===== config.mk =====
export PLATFORM = sky130hd
export DESIGN_NAME = mc_datapath
export DESIGN_NICKNAME = d
export VERILOG_FILES = /design/src/rtl/mips_pkg.sv /design/src/rtl/regfile.sv /design/src/rtl/mc_datapath.sv
export SDC_FILE = /design/constraint.sdc
export NUM_CORES = 2
export LEC_CHECK = 0
export BUFFER_PORTS_ARGS = -buffer_cell sky130_fd_sc_hd__buf_2
export CAP_MARGIN = 10
export CELL_PAD_IN_SITES_DETAIL_PLACEMENT = 1
export CELL_PAD_IN_SITES_GLOBAL_PLACEMENT = 1
export CORE_MARGIN = 1
export CORE_UTILIZATION = 34
export CTS_CLUSTER_DIAMETER = 80
export CTS_CLUSTER_SIZE = 25
export DETAILED_ROUTE_END_ITERATION = 10
export PLACE_DENSITY = 0.63
export SETUP_SLACK_MARGIN = 0.5
export SYNTH_ARGS = -nofsm -noshare
export SYNTH_HDL_FRONTEND = slang
export SYNTH_SLANG_ARGS = --single-unit

===== constraint.sdc =====
create_clock -name clk -period 6.4 [get_ports clk]
set_input_delay 0.64 -clock clk [delete_from_list [all_inputs] [get_ports clk]]
set_output_delay 0.64 -clock clk [all_outputs]
set_load 0.01 [all_outputs]

===== src/rtl/mips_pkg.sv =====
// Shared encodings for the multicycle MIPS controller and datapath.
package mips_pkg;

  localparam int unsigned XLen = 32;
  localparam logic [XLen-1:0] ResetPc = 32'h0000_0000;

  // ALU operation codes driven on alucontrol.
  localparam logic [2:0] AluAnd = 3'b000;
  localparam logic [2:0] AluOr  = 3'b001;
  localparam logic [2:0] AluAdd = 3'b010;
  localparam logic [2:0] AluSub = 3'b110;
  localparam logic [2:0] AluSlt = 3'b111;

  // ALU B-operand select.
  localparam logic [1:0] SrcBReg   = 2'b00;
  localparam logic [1:0] SrcBFour  = 2'b01;
  localparam logic [1:0] SrcBImm   = 2'b10;
  localparam logic [1:0] SrcBImmSh = 2'b11;

  // Next-PC select.
  localparam logic [1:0] PcAlu    = 2'b00;
  localparam logic [1:0] PcAluOut = 2'b01;
  localparam logic [1:0] PcJump   = 2'b10;
  localparam logic [1:0] PcHold   = 2'b11;

  // Opcodes seen on op.
  localparam logic [5:0] OpRtype = 6'h00;
  localparam logic [5:0] OpLw    = 6'h23;
  localparam logic [5:0] OpSw    = 6'h2b;
  localparam logic [5:0] OpBeq   = 6'h04;
  localparam logic [5:0] OpAddi  = 6'h08;
  localparam logic [5:0] OpJ     = 6'h02;

  function automatic logic [XLen-1:0] sign_ext16(input logic [15:0] imm);
    return {{16{imm[15]}}, imm};
  endfunction

endpackage


===== src/rtl/regfile.sv =====
// 32 x 32-bit register file: two combinational read ports, one synchronous write port.
// Register 0 is hard-wired to zero; reads during a write see the old contents.
module regfile
  import mips_pkg::*;
(
  input  logic            clk,
  input  logic            reset,
  input  logic [4:0]      i_ra1,
  input  logic [4:0]      i_ra2,
  input  logic [4:0]      i_wa,
  input  logic            i_we,
  input  logic [XLen-1:0] i_wd,
  output logic [XLen-1:0] o_rd1,
  output logic [XLen-1:0] o_rd2
);

  logic [XLen-1:0] r_regs [32];

  // Synchronous clear on reset, otherwise write when enabled and not targeting $0.
  always_ff @(posedge clk) begin
    if (reset) begin
      for (int i = 0; i < 32; i++) begin
        r_regs[i] <= '0;
      end
    end else if (i_we && (i_wa != 5'd0)) begin
      r_regs[i_wa] <= i_wd;
    end
  end

  // Combinational reads with $0 forced to zero.
  always_comb begin
    o_rd1 = (i_ra1 == 5'd0) ? '0 : r_regs[i_ra1];
    o_rd2 = (i_ra2 == 5'd0) ? '0 : r_regs[i_ra2];
  end

endmodule


===== src/rtl/mc_datapath.sv =====
// Multicycle MIPS datapath: PC, IR, MDR, A, B, ALUOut, register file, ALU and muxes.
module mc_datapath
  import mips_pkg::*;
(
  input  logic            clk,
  input  logic            reset,
  input  logic            pcen,
  input  logic            irwrite,
  input  logic            regwrite,
  input  logic            alusrca,
  input  logic            iord,
  input  logic            memtoreg,
  input  logic            regdst,
  input  logic [1:0]      alusrcb,
  input  logic [1:0]      pcsrc,
  input  logic [2:0]      alucontrol,
  input  logic [XLen-1:0] readdata,
  output logic [XLen-1:0] adr,
  output logic [XLen-1:0] writedata,
  output logic [5:0]      op,
  output logic [5:0]      funct,
  output logic            zero
);

  logic [XLen-1:0] r_pc;
  logic [XLen-1:0] r_ir;
  logic [XLen-1:0] r_mdr;
  logic [XLen-1:0] r_a;
  logic [XLen-1:0] r_b;
  logic [XLen-1:0] r_aluout;

  logic [XLen-1:0] w_rd1;
  logic [XLen-1:0] w_rd2;
  logic [XLen-1:0] w_signimm;
  logic [XLen-1:0] w_srca;
  logic [XLen-1:0] w_srcb;
  logic [XLen-1:0] w_alu_result;
  logic [XLen-1:0] w_pcnext;
  logic [4:0]      w_wa;
  logic [XLen-1:0] w_wd;

  // Architectural state; IR samples readdata addressed by the pre-edge PC.
  always_ff @(posedge clk) begin
    if (reset) begin
      r_pc     <= ResetPc;
      r_ir     <= '0;
      r_mdr    <= '0;
      r_a      <= '0;
      r_b      <= '0;
      r_aluout <= '0;
    end else begin
      if (pcen) begin
        r_pc <= w_pcnext;
      end
      if (irwrite) begin
        r_ir <= readdata;
      end
      r_mdr    <= readdata;
      r_a      <= w_rd1;
      r_b      <= w_rd2;
      r_aluout <= w_alu_result;
    end
  end

  regfile u_regfile (
    .clk   (clk),
    .reset (reset),
    .i_ra1 (r_ir[25:21]),
    .i_ra2 (r_ir[20:16]),
    .i_wa  (w_wa),
    .i_we  (regwrite),
    .i_wd  (w_wd),
    .o_rd1 (w_rd1),
    .o_rd2 (w_rd2)
  );

  // Operand selection and sign extension.
  always_comb begin
    w_signimm = sign_ext16(r_ir[15:0]);
    w_srca    = alusrca ? r_a : r_pc;
    w_srcb    = r_b;
    case (alusrcb)
      SrcBReg:   w_srcb = r_b;
      SrcBFour:  w_srcb = 32'd4;
      SrcBImm:   w_srcb = w_signimm;
      SrcBImmSh: w_srcb = {w_signimm[XLen-3:0], 2'b00};
      default:   w_srcb = r_b;
    endcase
  end

  // ALU; unlisted codes produce zero, carries wrap.
  always_comb begin
    w_alu_result = '0;
    case (alucontrol)
      AluAdd:  w_alu_result = w_srca + w_srcb;
      AluSub:  w_alu_result = w_srca - w_srcb;
      AluAnd:  w_alu_result = w_srca & w_srcb;
      AluOr:   w_alu_result = w_srca | w_srcb;
      AluSlt:  w_alu_result = {31'b0, ($signed(w_srca) < $signed(w_srcb))};
      default: w_alu_result = '0;
    endcase
  end

  // Next-PC selection and register-file write path.
  always_comb begin
    w_pcnext = r_pc;
    case (pcsrc)
      PcAlu:    w_pcnext = w_alu_result;
      PcAluOut: w_pcnext = r_aluout;
      PcJump:   w_pcnext = {r_pc[31:28], r_ir[25:0], 2'b00};
      PcHold:   w_pcnext = r_pc;
      default:  w_pcnext = r_pc;
    endcase
    w_wa = regdst ? r_ir[15:11] : r_ir[20:16];
    w_wd = memtoreg ? r_mdr : r_aluout;
  end

  // Memory interface and controller feedback.
  always_comb begin
    adr       = iord ? r_aluout : r_pc;
    writedata = r_b;
    op        = r_ir[31:26];
    funct     = r_ir[5:0];
    zero      = (w_alu_result == '0);
  end

endmodule


## After elaboration in Yosys (flattened, before gate mapping)

Memories as Yosys holds them, arrays and structs flattened. A register that Yosys moved wholly into a read port is not among the register bits.
Cells that the tools add are included.

| word-level totals | value |
|---|---|
| memories kept | 1 |
| logic and storage cells | 51 |
| bits in registers | 128 |
| output and inout port bits | 77 |
| memory bits (writable) | 1024 |
| input bits | 48 |

Memories:

| name | words | width | read ports | clocked after Yosys merged registers in | wr ports | RTL line | RTL |
|---|---|---|---|---|---|---|---|
| u_regfile.r_regs | 32 | 32 | 2 | 2 | 32 | regfile.sv:17 | `logic [XLen-1:0] r_regs [32];` |

| operators by class | value |
|---|---|
| equality and inequality tests | 10 |
| $lt $le $gt $ge | 1 |
| bitwise operators | 4 |
| add/subtract/negate cells | 2 |
| muxes and demuxes | 15 |
| reduce and logical (&&, ||, !) cells | 13 |

Operators by type and width:

| operator | count |
|---|---|
| one-hot mux 32 bit (5 select lines) | 1 |
| 2-to-1 mux 32 bit | 4 |
| one-hot mux 32 bit (4 select lines) | 1 |
| one-hot mux 32 bit (3 select lines) | 1 |
| adder 32 bit | 1 |
| AND 32 bit | 1 |
| logical NOT 32 bit | 1 |
| less-than comparator 32 bit | 1 |
| OR 32 bit | 1 |
| OR reduction 32 bit | 1 |
| subtractor 32 bit | 1 |
| logical NOT 5 bit | 2 |
| 2-to-1 mux 5 bit | 2 |
| == test 2 bit, second input constant | 4 |
| == test 3 bit, second input constant | 2 |
| 2-to-1 mux 1 bit | 6 |
| nonzero test 5 bit | 1 |
| == test 2 x 1 -> 1 bit, second input constant | 2 |
| logical NOT 2 bit | 2 |
| OR reduction 2 bit | 2 |
| == test 3 x 1 -> 1 bit, second input constant | 1 |
| == test 3 x 2 -> 1 bit, second input constant | 1 |
| logical NOT 3 bit | 1 |
| AND reduction 3 bit | 1 |
| 3 further kinds | 4 |

## Logic depth before layout (Yosys ltp)

| depth | value |
|---|---|
| word-level depth | 8 |
| gate-level depth with buffers | 18 |
| depth with buffers taken out | 17 |

## Cells and area by module

A second synthesis with hierarchy kept.

| unflattened totals | value |
|---|---|
| cells, all modules | 5045 |
| area total of the unflattened synthesis | 67342.1 um2 |

Modules (own cells, without submodules):

| module | instances | sequential area each (um2) | cells each | area an instance (um2) |
|---|---|---|---|---|
| regfile | 1 | 30749.5 | 3502 | 54253.3 |
| mc_datapath | 1 | 3843.7 | 1543 | 13088.8 |

## Worst setup path before layout

OpenSTA, ideal clock, no wires.

| timing path | value |
|---|---|
| path type | input port to output port |
| start point | in alusrca |
| end point | out zero |
| buffers on the path | 2 |
| cell stages on the path | 16 |
| required time | 5.760 ns |
| arrival time | 4.425 ns |
| setup slack | 1.335 ns |
| path through | clkbuf_1 -> clkbuf_1 -> mux2i_1 -> inv_1 -> ha_1 -> or2_2 -> o211ai_2 -> a311oi_2 -> o31a_1 -> a21o_1 -> a221oi_1 -> mux2_2 -> a221o_1 -> nor4bb_1 -> nand4b_1 -> nor2_1 |

| on the way | value |
|---|---|
| cells in the longest elaborated chain, start to end | 4 |
| elaborated cells on any way between the ends | 8 |
| those cells by class | add/sub (2); order compare (1); mux (2); bitwise (2); reduce/logical (1) |

Ends and longest elaborated chain:

| what | RTL line | RTL |
|---|---|---|
| from (decl) | mc_datapath.sv:10 | `input logic alusrca,` |
| 2-to-1 mux 32 bit * | mc_datapath.sv:80 | `w_srca = alusrca ? r_a : r_pc;` |
| subtractor 32 bit (tied with other cells) | mc_datapath.sv:96 | `AluSub: w_alu_result = w_srca - w_srcb;` |
| one-hot mux 32 bit (5 select lines) * | mc_datapath.sv:94 | `case (alucontrol)` |
| logical NOT 32 bit * | mc_datapath.sv:124 | `zero = (w_alu_result == '0);` |
| to (decl) | mc_datapath.sv:22 | `output logic zero` |

Every way passes the cells marked *; elsewhere a longest branch is shown, timed or not.

## Worst setup path in the final report

| timing path | value |
|---|---|
| start point | reg r_b[2], in the netlist writedata[2] (read register of u_regfile.r_regs) |
| end point | out zero |

| on the way | value |
|---|---|
| cells in the longest elaborated chain, start to end | 4 |
| elaborated cells on any way between the ends | 8 |
| those cells by class | add/sub (2); order compare (1); mux (2); bitwise (2); reduce/logical (1) |

Ends and longest elaborated chain:

| what | RTL line | RTL |
|---|---|---|
| from (decl) | mc_datapath.sv:29 | `logic [XLen-1:0] r_b;` |
| one-hot mux 32 bit (4 select lines) * | mc_datapath.sv:82 | `case (alusrcb)` |
| subtractor 32 bit (tied with other cells) | mc_datapath.sv:96 |  |
| one-hot mux 32 bit (5 select lines) * | mc_datapath.sv:94 |  |
| logical NOT 32 bit * | mc_datapath.sv:124 |  |

Marked as above.

==> results.md <==
- Status: finished with violations
- Failing checks: design-rule violations
- Comb power frac: 0.182
- Sequential cell area: roughly 35000 sq um
- Gr ovfl total: 0
- Detail Placement HPWL: ~170 mm
- Global placer's final weighted congestion: 0.931
- EDFF count, synth: 1024
- Mean Syn Cell Area: 12.8 sq um
- Switching part of the total: 0.305
- Final design utilization: 0.379
- Clock Tree Buf Depth: 3
- Worst path bufs/invs: 2
- H-tree depth: 3
- Clock buffer count from CTS: 73
- Total track usage: 0.271
- Clk_lat worst skew: 0.73 ns
- Critical path's top delay family: compound AO/OA/AOI/OAI gates
- WP data required: 5.76 ns
- CTS tree: done
- Setup CP Type: flip-flop to primary output
- Port-buffer cells: 124
- FFs w/ async S/R, synth: 0
- Routed wire length: 264 mm
- CTS clock-pin slew for the worst setup and hold paths: roughly 0.10 ns
- RSZ-0062 raised after global routing: no
- Pin count of the biggest net entering global routing: 103
- FP Rows: 159
- Synth warnings: 0
- Routed Antenna Nets: 0
- Antenna violations before repair: 11
- CP Launch Type: flip-flop
- # setup viols final: 0
- Post-Place Cells: 7352
- Primary FF master, synth: edfxtp_1
- Worst hold path type: primary input to flip-flop
- Cell Pwr Density: roughly 250 nW/um^2
- Die area: 191000 sq um
- Routed len/inst: 35.3 microns
- Global-route wire length before repair: 367 mm
- Layout Cells excl Fill: 7493
- Detailed-route DRC error count: 46
- Most frequent cells in the layout: nor2_1, edfxtp_1, mux4_2
- Setup tns final: 0 ns
- Post-synthesis cell area: 64400 sq um
- Mapped Cells: around 5000
- Register area share after synthesis: 0.537
- Via density: 6.21
- Worst-margin pin slew: around 1.3 ns
- Max incr delay on CP: 0.49 ns
- DR iter-0 viols: 5527
- Pint: roughly 13 mW
- VDD IR max: 192 uV
- Minimum clock period: 5.80 ns
- Total power: 18.1 mW
- WP data arrival: 5.16 ns
- DIE WIDTH: between 400 and 500 microns
- Hold_ws: 0.158 ns
- Initial Utilization: 0.343
- Relative max-transition margin: 0.139
- Root cell of the clock tree: clkbuf_16
- Sw Pwr: 5.53 mW
- Pre-Repair DR Iteration Count: 9
- Clk pwr share: 0.306
- Synth cell types: 85
- Slew Viols, Final: 0
- Cells along the critical path: nor3_1, a21oi_1, inv_1, ha_1, or2_2, o211ai_4, a311oi_2, o31a_1, a21o_1, a221oi_2, mux2_2, a221o_1, nor4bb_2, nand4b_1, nor2_2, buf_2
- Vias in the first global route: 47200
- Max Cap Viol: 0
- Synth-to-Final Area Change: 10.6%
- Worst-path fanout max: 5
- CP max stage cell: dfxtp_1
- Final #Nets: 5104
- Fillers: 19700
- Most common cell after layout, fill and taps aside: nor2_1
- Die height: approximately 440 microns
- Crit end category: primary output
- Final hold violations: 0
- Core Region: 188000 sq um
- Leak: 23.8 nW
- Multi-input gate area in the final layout: 28300 sq um
- Top-Level Pins: roughly 130
- Clk sinks: 1216
- Detailed-route via count: 46600
- Max Freq: 172 MHz
- Synth Register Bits: between 1000 and 1500
- Final Skew: 0.0530 ns
- Seq pwr share: 0.512
- Final worst-path cycle share: 0.906
- Layout cells sized above 1: 0.249
worst reg2reg max path, stage by stage (launching register included):
cell and delay (ns):
dfxtp_1 0.38, and2_2 0.29, buf_4 0.21, a21o_1 0.18
ha_1 0.42, buf_4 0.26, nor2b_1 0.11, nor2_1 0.22
a31oi_1 0.17, nor3_1 0.28, a21oi_2 0.11, a221oi_2 0.41
o22ai_1 0.18, xnor2_1 0.17, a21oi_1 0.09, buf_4 0.18
nand2b_1 0.14, a311oi_1 0.26
through the flow:
step | cell area (sq um) | setup slack, ns
2_1_floorplan | 64500 | 1.34
3_3_place_gp | 68400 | 0.298
3_5_place_dp | 68400 | 0.238
4_1_cts | 71000 | 0.500
5_1_grt | 71200 | 0.498
6_report | 71200 | 0.600
cell type report:
type / count / share of cell area
clock buffer: 86 / 0.0272
clock inverter: 45 / 0.00805
timing repair buffer: 310 / 0.0313
antenna: 1 / 0.0000351
tap: 2495 / 0.0438
sequential: 1216 / 0.486
inverter: 98 / 0.00517
multi-input combinational: 3242 / 0.398
path summary, 6_finish.rpt:
| kind | start | to | slack [ns] | depth (start not counted) |
|---|---|---|---|---|
| worst max-delay path | writedata[2]$_SDFF_PP0_ | zero | 0.60 | 16 |
| worst min-delay path | readdata[7] | r_mdr[7]$_SDFF_PP0_ | 0.16 | 2 |
| worst max register to register | r_ir[15]$_SDFFE_PP0P_ | r_pc[28]$_SDFFE_PP0P_ | 2.24 | 17 |
| worst min register to register | r_ir[28]$_SDFFE_PP0P_ | r_ir[28]$_SDFFE_PP0P_ | 0.50 | 2 |
power by group through the flow:
stage / combinational [mW] / clock, mW / sequential (mW)
floorplan: 1.99 / 0 / 9.20
global placement: 3.18 / 0 / 9.40
detailed placement: 3.20 / 0 / 9.43
CTS: 3.22 / 5.59 / 9.25
global route: 3.41 / 5.82 / 9.28
finish: 3.30 / 5.54 / 9.26
cells in the mapped netlist, drive strengths merged, types with 11 or more instances:
master	count	share of area
ha	113	0.022
nor2	1210	0.071
a221o	23	0.0036
and2	23	0.0023
inv	98	0.0057
nand2	144	0.0084
a22o	24	0.0033
mux2	151	0.026
a211o	16	0.0022
o211a	11	0.0017
o221ai	32	0.0044
clkbuf	374	0.022
nor2b	46	0.0045
o21bai	12	0.0014
a31oi	16	0.0016
nor3	56	0.0044
a211oi	37	0.0044
a21o	28	0.0033
nand3	28	0.0022
mux2i	243	0.038
dfxtp	192	0.060
mux4	482	0.17
nor4	12	0.0014
or2	11	0.0011
xnor2	22	0.0031
nand2b	24	0.0023
o21ai	61	0.0049
o22ai	74	0.0072
buf	124	0.0087
a21oi	135	0.011
a221oi	59	0.0081
edfxtp	1024	0.48
o211ai	24	0.0029
logic make-up after synthesis:
group / count (synthesis) / synth area share
simple gates: 1591 / 0.101
flops: 1216 / 0.537
mux: 876 / 0.233
compound gates: 601 / 0.0662
buf+inv: 596 / 0.0363
fa+ha+maj: 115 / 0.0226
xor+xnor: 27 / 0.00379
other cells: 1 / 0.0000582
what timing repair did:
| action | 4_1_cts | 5_1_grt |
|---|---|---|
| resized for setup | 14 | 30 |
| endpoints found under the setup margin | 1 | 1 |
| buffers inserted | 0 | 6 |
| pin swaps | 0 | 6 |
| hold buffers | 0 | 0 |
registers in the layout (all words and copies together) (netlist names):
register          flops
r_pc                 32
writedata            32
r_mdr                32
r_a                  32
r_aluout             32
r_ir                 32
u_regfile.r_regs   1024
per-layer routing:
metal / wire length (microns) / GRT usage / vias to the layer above
li1: - / - / 18600
met5: 26 / 0 / -
met3: 22700 / 0.0439 / 571
met2: 123000 / 0.436 / 2613
met4: 15900 / 0.142 / 4
met1: 103000 / 0.352 / 24800
Note: power is estimated with default switching activity, not from simulation.
